$ cat src/rtl/color_palette.sv
// rtl/color_palette.sv - shared palette, mode and FSM state constants for color_code_gen
package color_palette;

    localparam logic [11:0] COLOR_0 = 12'hFFF;
    localparam logic [11:0] COLOR_1 = 12'hF00;
    localparam logic [11:0] COLOR_2 = 12'h0F0;
    localparam logic [11:0] COLOR_3 = 12'h00F;
    localparam logic [11:0] COLOR_4 = 12'hE1F;
    localparam logic [11:0] COLOR_5 = 12'hFC0;
    localparam logic [11:0] COLOR_6 = 12'h940;
    localparam logic [11:0] COLOR_7 = 12'h3DF;
    localparam logic [11:0] COLOR_8 = 12'h250;
    localparam logic [11:0] COLOR_9 = 12'h92E;

    localparam logic [11:0] COLOR_BLANK = 12'h000;
    localparam logic [11:0] COLOR_INV_MASK = 12'hFFF;

    // Mode 3 is not decoded anywhere, so it behaves exactly like MODE_NORMAL.
    localparam logic [1:0] MODE_NORMAL = 2'd0;
    localparam logic [1:0] MODE_BLANK  = 2'd1;
    localparam logic [1:0] MODE_INVERT = 2'd2;

    localparam logic [1:0] ST_IDLE  = 2'd0;
    localparam logic [1:0] ST_SHIFT = 2'd1;
    localparam logic [1:0] ST_MAP   = 2'd2;
    localparam logic [1:0] ST_DONE  = 2'd3;

    // Number of BCD digits needed to hold any WIDTH-bit value: at least DIGITS,
    // and enough (ceil(WIDTH/3)) that the double-dabble shifts never lose bits.
    function automatic int int_digits(input int width, input int digits);
        int need;
        need = (width + 2) / 3;
        return (digits > need) ? digits : need;
    endfunction

endpackage

$ cat src/rtl/color_digit_lut.sv
// rtl/color_digit_lut.sv - one decimal digit to 12-bit RGB colour lookup
module color_digit_lut
    import color_palette::*;
(
    input  logic [3:0]  digit,
    output logic [11:0] color
);

    // Pure lookup; codes 10..15 never come out of a valid BCD register.
    always_comb begin
        color = COLOR_BLANK;
        case (digit)
            4'd0: color = COLOR_0;
            4'd1: color = COLOR_1;
            4'd2: color = COLOR_2;
            4'd3: color = COLOR_3;
            4'd4: color = COLOR_4;
            4'd5: color = COLOR_5;
            4'd6: color = COLOR_6;
            4'd7: color = COLOR_7;
            4'd8: color = COLOR_8;
            4'd9: color = COLOR_9;
            default: color = COLOR_BLANK;
        endcase
    end

endmodule

$ cat src/rtl/color_code_gen.sv
// rtl/color_code_gen.sv - sequential binary-to-BCD colour code generator with handshakes
module color_code_gen
    import color_palette::*;
#(
    parameter int          WIDTH     = 6,
    parameter int          DIGITS    = 2,
    parameter logic [11:0] OVF_COLOR = 12'h888
) (
    input  logic                  clk,
    input  logic                  rst_n,
    input  logic                  in_valid,
    output logic                  in_ready,
    input  logic [WIDTH-1:0]      num,
    input  logic [1:0]            mode,
    output logic                  out_valid,
    input  logic                  out_ready,
    output logic [12*DIGITS-1:0]  code,
    output logic                  overflow
);

    localparam int INT_DIGITS = int_digits(WIDTH, DIGITS);
    localparam int BW         = 4 * INT_DIGITS;
    localparam int CW         = $clog2(WIDTH + 1);
    localparam logic [CW-1:0] CNT_INIT = CW'(WIDTH);
    localparam logic [CW-1:0] CNT_LAST = CW'(1);

    logic [1:0]            state_q;
    logic [WIDTH-1:0]      num_q;
    logic [1:0]            mode_q;
    logic [BW-1:0]         bcd_q;
    logic [CW-1:0]         cnt_q;
    logic [12*DIGITS-1:0]  code_q;
    logic                  ovf_q;
    logic                  out_valid_q;

    logic [BW-1:0]         bcd_adj;
    logic                  ovf_next;
    logic [12*DIGITS-1:0]  code_next;
    logic [11:0]           lut_color [DIGITS];

    // Double-dabble correction: any digit >= 5 gets +3 before the next shift.
    always_comb begin
        bcd_adj = bcd_q;
        for (int i = 0; i < INT_DIGITS; i++) begin
            if (bcd_q[4*i +: 4] >= 4'd5) begin
                bcd_adj[4*i +: 4] = bcd_q[4*i +: 4] + 4'd3;
            end
        end
    end

    genvar g;
    generate
        for (g = 0; g < DIGITS; g++) begin : g_lut
            color_digit_lut u_lut (
                .digit (bcd_q[4*g +: 4]),
                .color (lut_color[g])
            );
        end
    endgenerate

    // Overflow when any hidden upper BCD digit holds a non-zero value.
    always_comb begin
        ovf_next = 1'b0;
        for (int i = DIGITS; i < INT_DIGITS; i++) begin
            if (bcd_q[4*i +: 4] != 4'd0) begin
                ovf_next = 1'b1;
            end
        end
    end

    // Per-digit colour: blanking walks down from the top digit, then inversion, overflow wins.
    always_comb begin
        logic        seen_nz;
        logic [11:0] col;
        seen_nz   = 1'b0;
        col       = COLOR_BLANK;
        code_next = '0;
        for (int i = DIGITS - 1; i >= 0; i--) begin
            if (bcd_q[4*i +: 4] != 4'd0) begin
                seen_nz = 1'b1;
            end
            col = lut_color[i];
            if (mode_q == MODE_BLANK && !seen_nz && i != 0) begin
                col = COLOR_BLANK;
            end
            if (mode_q == MODE_INVERT) begin
                col = col ^ COLOR_INV_MASK;
            end
            if (ovf_next) begin
                col = OVF_COLOR;
            end
            code_next[12*i +: 12] = col;
        end
    end

    // Control FSM plus the shift datapath and registered results.
    always_ff @(posedge clk or negedge rst_n) begin
        if (!rst_n) begin
            state_q     <= ST_IDLE;
            num_q       <= '0;
            mode_q      <= MODE_NORMAL;
            bcd_q       <= '0;
            cnt_q       <= '0;
            code_q      <= '0;
            ovf_q       <= 1'b0;
            out_valid_q <= 1'b0;
        end else begin
            case (state_q)
                ST_IDLE: begin
                    if (in_valid) begin
                        num_q   <= num;
                        mode_q  <= mode;
                        bcd_q   <= '0;
                        cnt_q   <= CNT_INIT;
                        state_q <= ST_SHIFT;
                    end
                end
                ST_SHIFT: begin
                    bcd_q <= {bcd_adj[BW-2:0], num_q[WIDTH-1]};
                    num_q <= num_q << 1;
                    cnt_q <= cnt_q - CNT_LAST;
                    if (cnt_q == CNT_LAST) begin
                        state_q <= ST_MAP;
                    end
                end
                ST_MAP: begin
                    code_q      <= code_next;
                    ovf_q       <= ovf_next;
                    out_valid_q <= 1'b1;
                    state_q     <= ST_DONE;
                end
                default: begin
                    if (out_ready) begin
                        out_valid_q <= 1'b0;
                        state_q     <= ST_IDLE;
                    end
                end
            endcase
        end
    end

    assign in_ready  = (state_q == ST_IDLE);
    assign out_valid = out_valid_q;
    assign code      = code_q;
    assign overflow  = ovf_q;

endmodule

$ cat config.mk
export PLATFORM = sky130hd
export DESIGN_NAME = color_code_gen
export DESIGN_NICKNAME = d
export VERILOG_FILES = /design/src/rtl/color_palette.sv /design/src/rtl/color_digit_lut.sv /design/src/rtl/color_code_gen.sv
export SDC_FILE = /design/constraint.sdc
export NUM_CORES = 1
export LEC_CHECK = 0
export CAP_MARGIN = 10
export CORE_UTILIZATION = 30
export DETAILED_ROUTE_END_ITERATION = 8
export GPL_ROUTABILITY_DRIVEN = 0
export MAX_ROUTING_LAYER = met4
export PLACE_DENSITY = 0.56
export SLEW_MARGIN = 20
export SYNTH_ARGS = -nofsm -noshare
export SYNTH_HDL_FRONTEND = slang
export SYNTH_SLANG_ARGS = --single-unit
$ cat constraint.sdc
create_clock -name clk -period 1.9 [get_ports clk]
set_input_delay 0.38 -clock clk [delete_from_list [all_inputs] [get_ports clk]]
set_output_delay 0.38 -clock clk [all_outputs]
set_load 0.02 [all_outputs]
==> summary.txt, run 1 <==
Placed design
  • Detailed Place HPWL: 4.10 mm
  • Area of placed instances: 3080 um^2
  • Port Buffers: 37
  • Post-placement cell count: 412

STA
  • Max-slew headroom: 0.630
  • Final hold vios: 0
  • Post-layout min period: 1.75 ns
  • Final Setup Violations: 0
  • Final Max Tran Viols: 0
  • RSZ-0062 raised after global routing: false
  • Max frequency: 573 MHz
  • Aggregate negative setup slack: 0 ns
  • Layout Skew: 0.00919 ns
  • Period utilisation layout: 0.919
  • Worst-Margin Slew: 0.555 ns

Detailed routing
  • Drt first pass iters: 4
  • Wirelength, routed: 5.58 mm
  • DR vias: around 2,000
  • DR iter-0 viols: 87
  • Antenna-violating nets left: 0
  • Via density: 4.88
  • Drc violations: 0
  • WL/cell: 13.3 um

Pwr
  • Pint: approximately 3.2 mW
  • Clk pwr share: 0.108
  • Sequential Power Share: 0.289
  • Total power divided by cell area: 1760 nW/um^2
  • Comb power frac: 0.603
  • Peak supply drop: 700 uV
  • Net Switching: 2.40 mW
  • Switching share of power: 0.430
  • Lkg Pwr: 1.33 nW

CTS
  • Htree depth: 2
  • Num CTS Buffers: 5
  • CTS tree: yes
  • Reg clk slew, reported paths: about 0.08 ns
  • CTS sink count: 42
  • # hold bufs at CTS: 0
  • Clk buf depth: 2
  • Worst-Skew Late Latency: between 0.2 and 0.3 ns
  • Root Buffer: clkbuf_8

Global route
  • Met2 GRT Util: 0.211
  • Number of global-route vias before repair: approximately 2,000
  • Grt total ovfl: 0
  • First-pass GRT wire length: 9.63 mm
  • Met3 Track Usage GR: 0.0239
  • Largest net degree at the start of global routing: 29
  • GRT Max-Usage Layer: met2
  • Met1 Use GR: 0.189
  • Initial antenna violation count: 0
  • Total track usage: 0.139

Logic synthesis
  • Syn_area_per_cell: 9.37 um^2
  • Synth top cells by count: 42 x dfrtp_1, 24 x nand2_1, 21 x o21ai_0
  • Synth async-reset ratio: 1.00
  • Synthesis warning total: 0
  • Synthesized Nets: 308
  • Top-count cell post-synth: dfrtp_1
  • Synth area leader: dfrtp_1
  • Post-synth EDFFs: 0
  • Main flop type after synthesis: dfrtp_1
  • Post-synth cell types: 47
  • Area of the mapped netlist: 2620 um^2
  • Register area share after synthesis: 0.401
  • Mapped Cells: 280
  • Top cell type's share of synthesized area: 0.401
  • Seq cells post-synth: 42
  • Top cells by area, synth: dfrtp_1 40%, ha_1 7.6%, o21ai_0 4.0%

Critical path
  • Critical path startpoint category: flop
  • Critical path type: flop to flop
  • Max FO, Critical Path: 5
  • Data required, critical path: 2.11 ns
  • Critical Path AT: 1.96 ns
  • CP Capture Type: flop

Layout
  • Share of cells above drive strength 1: 0.114
  • Filler cells: 851
  • Nets: 342
  • FF/Latch Area: 1050 um^2
  • Non-filler cells, final: 420
  • Area added between synthesis and finish: 21.0%
  • Fin area: 3170 um^2
  • Multi-input gate area: 1350 um^2
  • Antenna diodes: 0

Die
  • Initial core utilization: 0.314
  • Die X-Extent: between 90 and 100 um
  • Site Rows: 33
  • IO Pins: 39
  • Die footprint: 9120 um^2
  • Area of the core: 8340 um^2
  • Die Span Y: 95.5 um

Min path
  • Hold crit path type: primary input to asynchronous set/reset pin

Run
  • Maxcap violations: 0

Status
  • Status: finished, final reports clean
layout make-up:
type / instances / share of cell area
inverter: 20 / 0.0237
clock buffer: 7 / 0.0272
multi-input combinational: 195 / 0.425
tap: 105 / 0.0414
sequential: 42 / 0.331
clock inverter: 1 / 0.00158
timing repair buffer: 50 / 0.149
per-stage QoR:
stage	util	setup slack, ns	hold slack [ns]	power (mW)
global placement	0.369	0.210	0.401	4.99
detailed placement	0.369	0.175	0.406	5.04
CTS	0.380	0.145	0.0765	5.65
finish	0.380	0.154	0.0618	5.58
global route	0.380	0.00977	0.0931	6.11
floorplan	-	0.234	0.0844	3.95
worst max-delay path, stage by stage (launching register included):
cell and delay [ns]:
dfrtp_1 0.44, inv_1 0.18, ha_1 0.25, nand2b_1 0.07, a21oi_1 0.21, mux2_2 0.37
o21ai_0 0.15
metal layers:
metal  routed length [um]  part of all wire
met2                 2450              0.44
met3                  177             0.032
met4                   44            0.0079
met5                    0                 0
met1                 2900              0.52
cells in the final DEF, fill, tap and decap left out, drive strengths merged, types with 2 or more instances in the layout:
| cell type | count |
|---|---|
| nand2 | 24 |
| o31ai | 2 |
| a31oi | 5 |
| and2 | 2 |
| nor2 | 14 |
| nand2b | 11 |
| o311ai | 3 |
| buf | 14 |
| dfrtp | 42 |
| mux2i | 3 |
| clkdlybuf4s50 | 35 |
| nand3 | 2 |
| a21oi | 17 |
| inv | 20 |
| mux2 | 8 |
| nor3b | 6 |
| a22o | 4 |
| nor2b | 6 |
| a211o | 4 |
| nor3 | 5 |
| clkbuf | 7 |
| o21ai | 21 |
| o22ai | 7 |
| a211oi | 2 |
| o221ai | 9 |
| xnor2 | 6 |
| ha | 16 |
| nand3b | 4 |
kinds of logic (layout without fill, tap and decap cells):
logic type | count (synthesis) | count (layout) | synth area share
AND/OR/NAND/NOR | 80 | 80 | 0.162
AO/OA/AOI/OAI | 80 | 80 | 0.204
adder cells (fa/ha/maj) | 16 | 16 | 0.0763
multiplexers | 11 | 11 | 0.0458
other | 1 | 1 | 0.00143
buffers and inverters | 43 | 78 | 0.0864
flip-flops | 42 | 42 | 0.401
XOR/XNOR | 7 | 7 | 0.0234
path summary, 6_finish.rpt:
check | startpoint | to | slack (ns) | depth (start not counted)
hold / removal | rst_n | state_q[1]$_DFFE_PN0P_ | 0.06 | 1
max in group asynchronous | rst_n | code[19]$_DFFE_PN0N_ | 1.32 | 2
hold reg to reg | code[12]$_DFFE_PN0N_ | code[12]$_DFFE_PN0N_ | 0.51 | 2
min in group clk | code[12]$_DFFE_PN0N_ | code[12]$_DFFE_PN0N_ | 0.51 | 2
setup / recovery | bcd_q[0]$_DFFE_PN0P_ | bcd_q[2]$_DFFE_PN0P_ | 0.15 | 6
setup reg to reg | bcd_q[0]$_DFFE_PN0P_ | bcd_q[2]$_DFFE_PN0P_ | 0.15 | 6
power groups by stage:
stage / registers [mW] / clock network [mW] / logic (mW)
after detailed placement: 1.64 / 0 / 3.40
after CTS: 1.62 / 0.628 / 3.41
after global routing: 1.68 / 0.665 / 3.76
final: 1.62 / 0.601 / 3.37
after floorplan: 1.82 / 0 / 2.12
after global placement: 1.63 / 0 / 3.36
sequential cells by signal (all words and copies together), names as in the netlist:
register and cells:
bcd_q 8, cnt_q 3, state_q 2, num_q 6, code 20, out_valid 1, mode_q 2
timing repair:
action	4_1_cts	5_1_grt
setup endpoints to repair	1	3
gates resized for setup	1	2
pin swaps	0	0
setup buffers	0	0
(Power assumes the default switching activity.)
==> inputs of run 2 (changes only) <==
CORE_ASPECT_RATIO = 0.8   (was default)
==> run 2 against run 1 <==
  * Wire length is 6.1% higher
  * Via count is 1.8% higher
  * Total power is 6.0% higher
  * First-iteration DRC count is 20% lower
  * Clock skew is 0.0030 ns lower
  * Design area is 2.3% higher
  * Core utilization is 0.22 points higher
  * Critical endpoint is now state_q[0]$_DFFE_PN0P_
  * Critical path depth is 1 higher
  * Global-route usage is 0.28 points higher
  * Largest power group unchanged
  * Worst setup slack better by 0.0050 ns
==> summary.txt, run 2 (synthesis results as in run 1) <==
Die
  • Site Rows: 30 (was 33)
  • Die Span Y: 85.6 um (was 95.5 um)
  • Area of the core: 8480 um^2 (was 8340 um^2)
  • Die X-Extent: 107 um (was 95.5 um)
  • Initial core utilization: 0.309 (was 0.314)
  • Die footprint: 9120 um^2 (about the same)
  • IO Pins: 39 (unchanged)

Critical path
  • Critical path type: flop to flop (unchanged)
  • Data required, critical path: 2.13 ns (was 2.11 ns)
  • CP Capture Type: flop (unchanged)
  • CP cell instances: inv_1 > ha_1 > buf_4 > nor2b_1 > a21oi_1 > o31ai_1 > mux2i_1 (was inv_1 > ha_1 > nand2b_1 > a21oi_1 > mux2_2 > o21ai_0)
  • Largest stage delay, worst path: 0.41 ns (was 0.44 ns)
  • Critical Path AT: 1.97 ns (was 1.96 ns)
  • Critical path's slowest cell: dfrtp_1 (unchanged)
  • Max FO, Critical Path: 15 (was 5)
  • Critical path startpoint category: flop (unchanged)
  • R2r worst-path depth: 7 (was 6)

STA
  • Layout Skew: 0.00621 ns (was 0.00919 ns)
  • Worst-Margin Slew: 0.504 ns (was 0.555 ns)
  • Max-slew headroom: 0.663 (was 0.630)
  • Aggregate negative setup slack: 0 ns (unchanged)
  • Final Setup Violations: 0 (unchanged)
  • Period utilisation layout: 0.916 (was 0.919)
  • WHS: 0.0567 ns (was 0.0618 ns)
  • Max frequency: 574 MHz (was 573 MHz)
  • Final hold vios: 0 (unchanged)
  • Final Max Tran Viols: 0 (unchanged)
  • RSZ-0062 raised after global routing: false (unchanged)
  • Post-layout min period: 1.74 ns (was 1.75 ns)

Layout
  • FF/Latch Area: 1050 um^2 (unchanged)
  • Area added between synthesis and finish: 23.8% (was 21.0%)
  • Multi-input gate area: 1350 um^2 (about the same)
  • Core Util, Final: 0.383 (was 0.380)
  • Max FFs per register: 20 (unchanged)
  • Most frequent cells in the layout: 42 x dfrtp_1, 35 x clkdlybuf4s50_1, 24 x nand2_1 (was 42 x dfrtp_1, 35 x clkdlybuf4s50_1, 23 x nand2_1)
  • Most common cell after layout, fill and taps aside: dfrtp_1 (unchanged)
  • Filler cells: 879 (was 851)
  • Nets: 344 (was 342)
  • Share of cells above drive strength 1: 0.120 (was 0.114)
  • Antenna diodes: 0 (unchanged)

Pwr
  • Lkg Pwr: 1.36 nW (was 1.33 nW)
  • Peak supply drop: 709 uV (was 700 uV)
  • Total power divided by cell area: 1820 nW/um^2 (was 1760 nW/um^2)

Min path
  • Hold crit path type: primary input to asynchronous set/reset pin (unchanged)

Detailed routing
  • Via density: 4.86 (was 4.88)
  • Wirelength, routed: 5.92 mm (was 5.58 mm)
  • Drt first pass iters: 4 (unchanged)
  • Antenna-violating nets left: 0 (unchanged)
  • DR iter-0 viols: 70 (was 87)
  • WL/cell: 13.8 um (was 13.3 um)
  • Drc violations: 0 (unchanged)
  • DR vias: 2,084 (was 2,048)

CTS
  • Clk buf depth: 2 (unchanged)
  • Worst-Skew Late Latency: 0.30 ns (was 0.29 ns)
  • Postcts setup bufs: 0 (unchanged)
  • Root Buffer: clkbuf_8 (unchanged)
  • CTS sink count: 42 (unchanged)
  • Htree depth: 2 (unchanged)
  • CTS tree: yes (unchanged)
  • Num CTS Buffers: 5 (unchanged)
  • # hold bufs at CTS: 0 (unchanged)
  • Reg clk slew, reported paths: 0.09 ns (was 0.08 ns)

Global route
  • First-pass GRT wire length: 9.97 mm (was 9.63 mm)
  • Total track usage: 0.141 (was 0.139)
  • Initial antenna violation count: 0 (unchanged)
  • Grt total ovfl: 0 (unchanged)
  • Number of global-route vias before repair: 1,989 (was 1,990)
  • Largest net degree at the start of global routing: 43 (was 29)

Run
  • Maxcap violations: 0 (unchanged)

Status
  • Status: finished, final reports clean (unchanged)

Placed design
  • Detailed Place HPWL: 4.26 mm (was 4.10 mm)
  • Port Buffers: 37 (unchanged)
-- run 2: cell count changes in the layout (fill, tap and decap cells not counted), sizes merged --
cell and change:
bufinv +2, buf +2, clkinv -1, clkbuf -1
-- run 2: layout make-up --
class / instances / share of cell area
Multi-Input combinational cell: 195 / 0.415
Sequential cell: 42 / 0.324
Timing Repair Buffer: 52 / 0.151
Tap cell: 112 / 0.0432
Clock buffer: 6 / 0.0254
Inverter: 20 / 0.0231
Clock inverter: 2 / 0.0185
-- run 2: layer usage --
metal  global-route usage  vias up  routed length (um)
met4               0.0262        0                  36
li1                     -     1053                   -
met3               0.0350        4                 176
met5                    -        -                   0
met1                0.188      999                3010
met2                0.220       28                2700
-- run 2: per-stage QoR --
| stage | total power [mW] | cell area [um^2] | std cells | setup slack [ns] |
|---|---|---|---|---|
| 5_1_grt | 6.42 | 3250 | 429 | 0.00730 |
| 3_3_place_gp | 5.04 | 3100 | 421 | 0.154 |
| 4_1_cts | 5.99 | 3240 | 429 | 0.136 |
| 6_report | 5.92 | 3250 | 429 | 0.159 |
| 2_1_floorplan | 3.95 | 2620 | 280 | 0.234 |
| 3_5_place_dp | 5.09 | 3100 | 421 | 0.128 |
-- run 2: worst paths after layout --
kind	to	slack [ns]	from
worst min-delay path	num_q[1]$_DFFE_PN0P_	0.06	rst_n
worst min register to register	code[17]$_DFFE_PN0N_	0.51	code[17]$_DFFE_PN0N_
worst max register to register	state_q[0]$_DFFE_PN0P_	0.16	state_q[0]$_DFFE_PN0P_
max in group asynchronous	code[8]$_DFFE_PN0N_	1.64	rst_n
min in group clk	code[17]$_DFFE_PN0N_	0.51	code[17]$_DFFE_PN0N_
worst max-delay path	state_q[0]$_DFFE_PN0P_	0.16	state_q[0]$_DFFE_PN0P_
-- run 2: repair_timing --
action,in CTS,in global routing
endpoints found under the setup margin,1,3
pin swaps,0,0
resized for setup,1,1
-- run 2: report_power, final --
group | switching, mW | internal (mW)
sequential | 0.310 | 1.30
combinational | 1.82 | 1.60
clock | 0.324 | 0.561
-- run 2: worst max-delay path: cells and delay by family (launching register included) --
| family | cells | cell delay (ns) |
|---|---|---|
| AO/OA/AOI/OAI | 2 | 0.26 |
| flip-flops | 1 | 0.41 |
| AND/OR/NAND/NOR | 1 | 0.28 |
| adder cells (fa/ha/maj) | 1 | 0.17 |
| buffers and inverters | 2 | 0.31 |
| multiplexers | 1 | 0.23 |
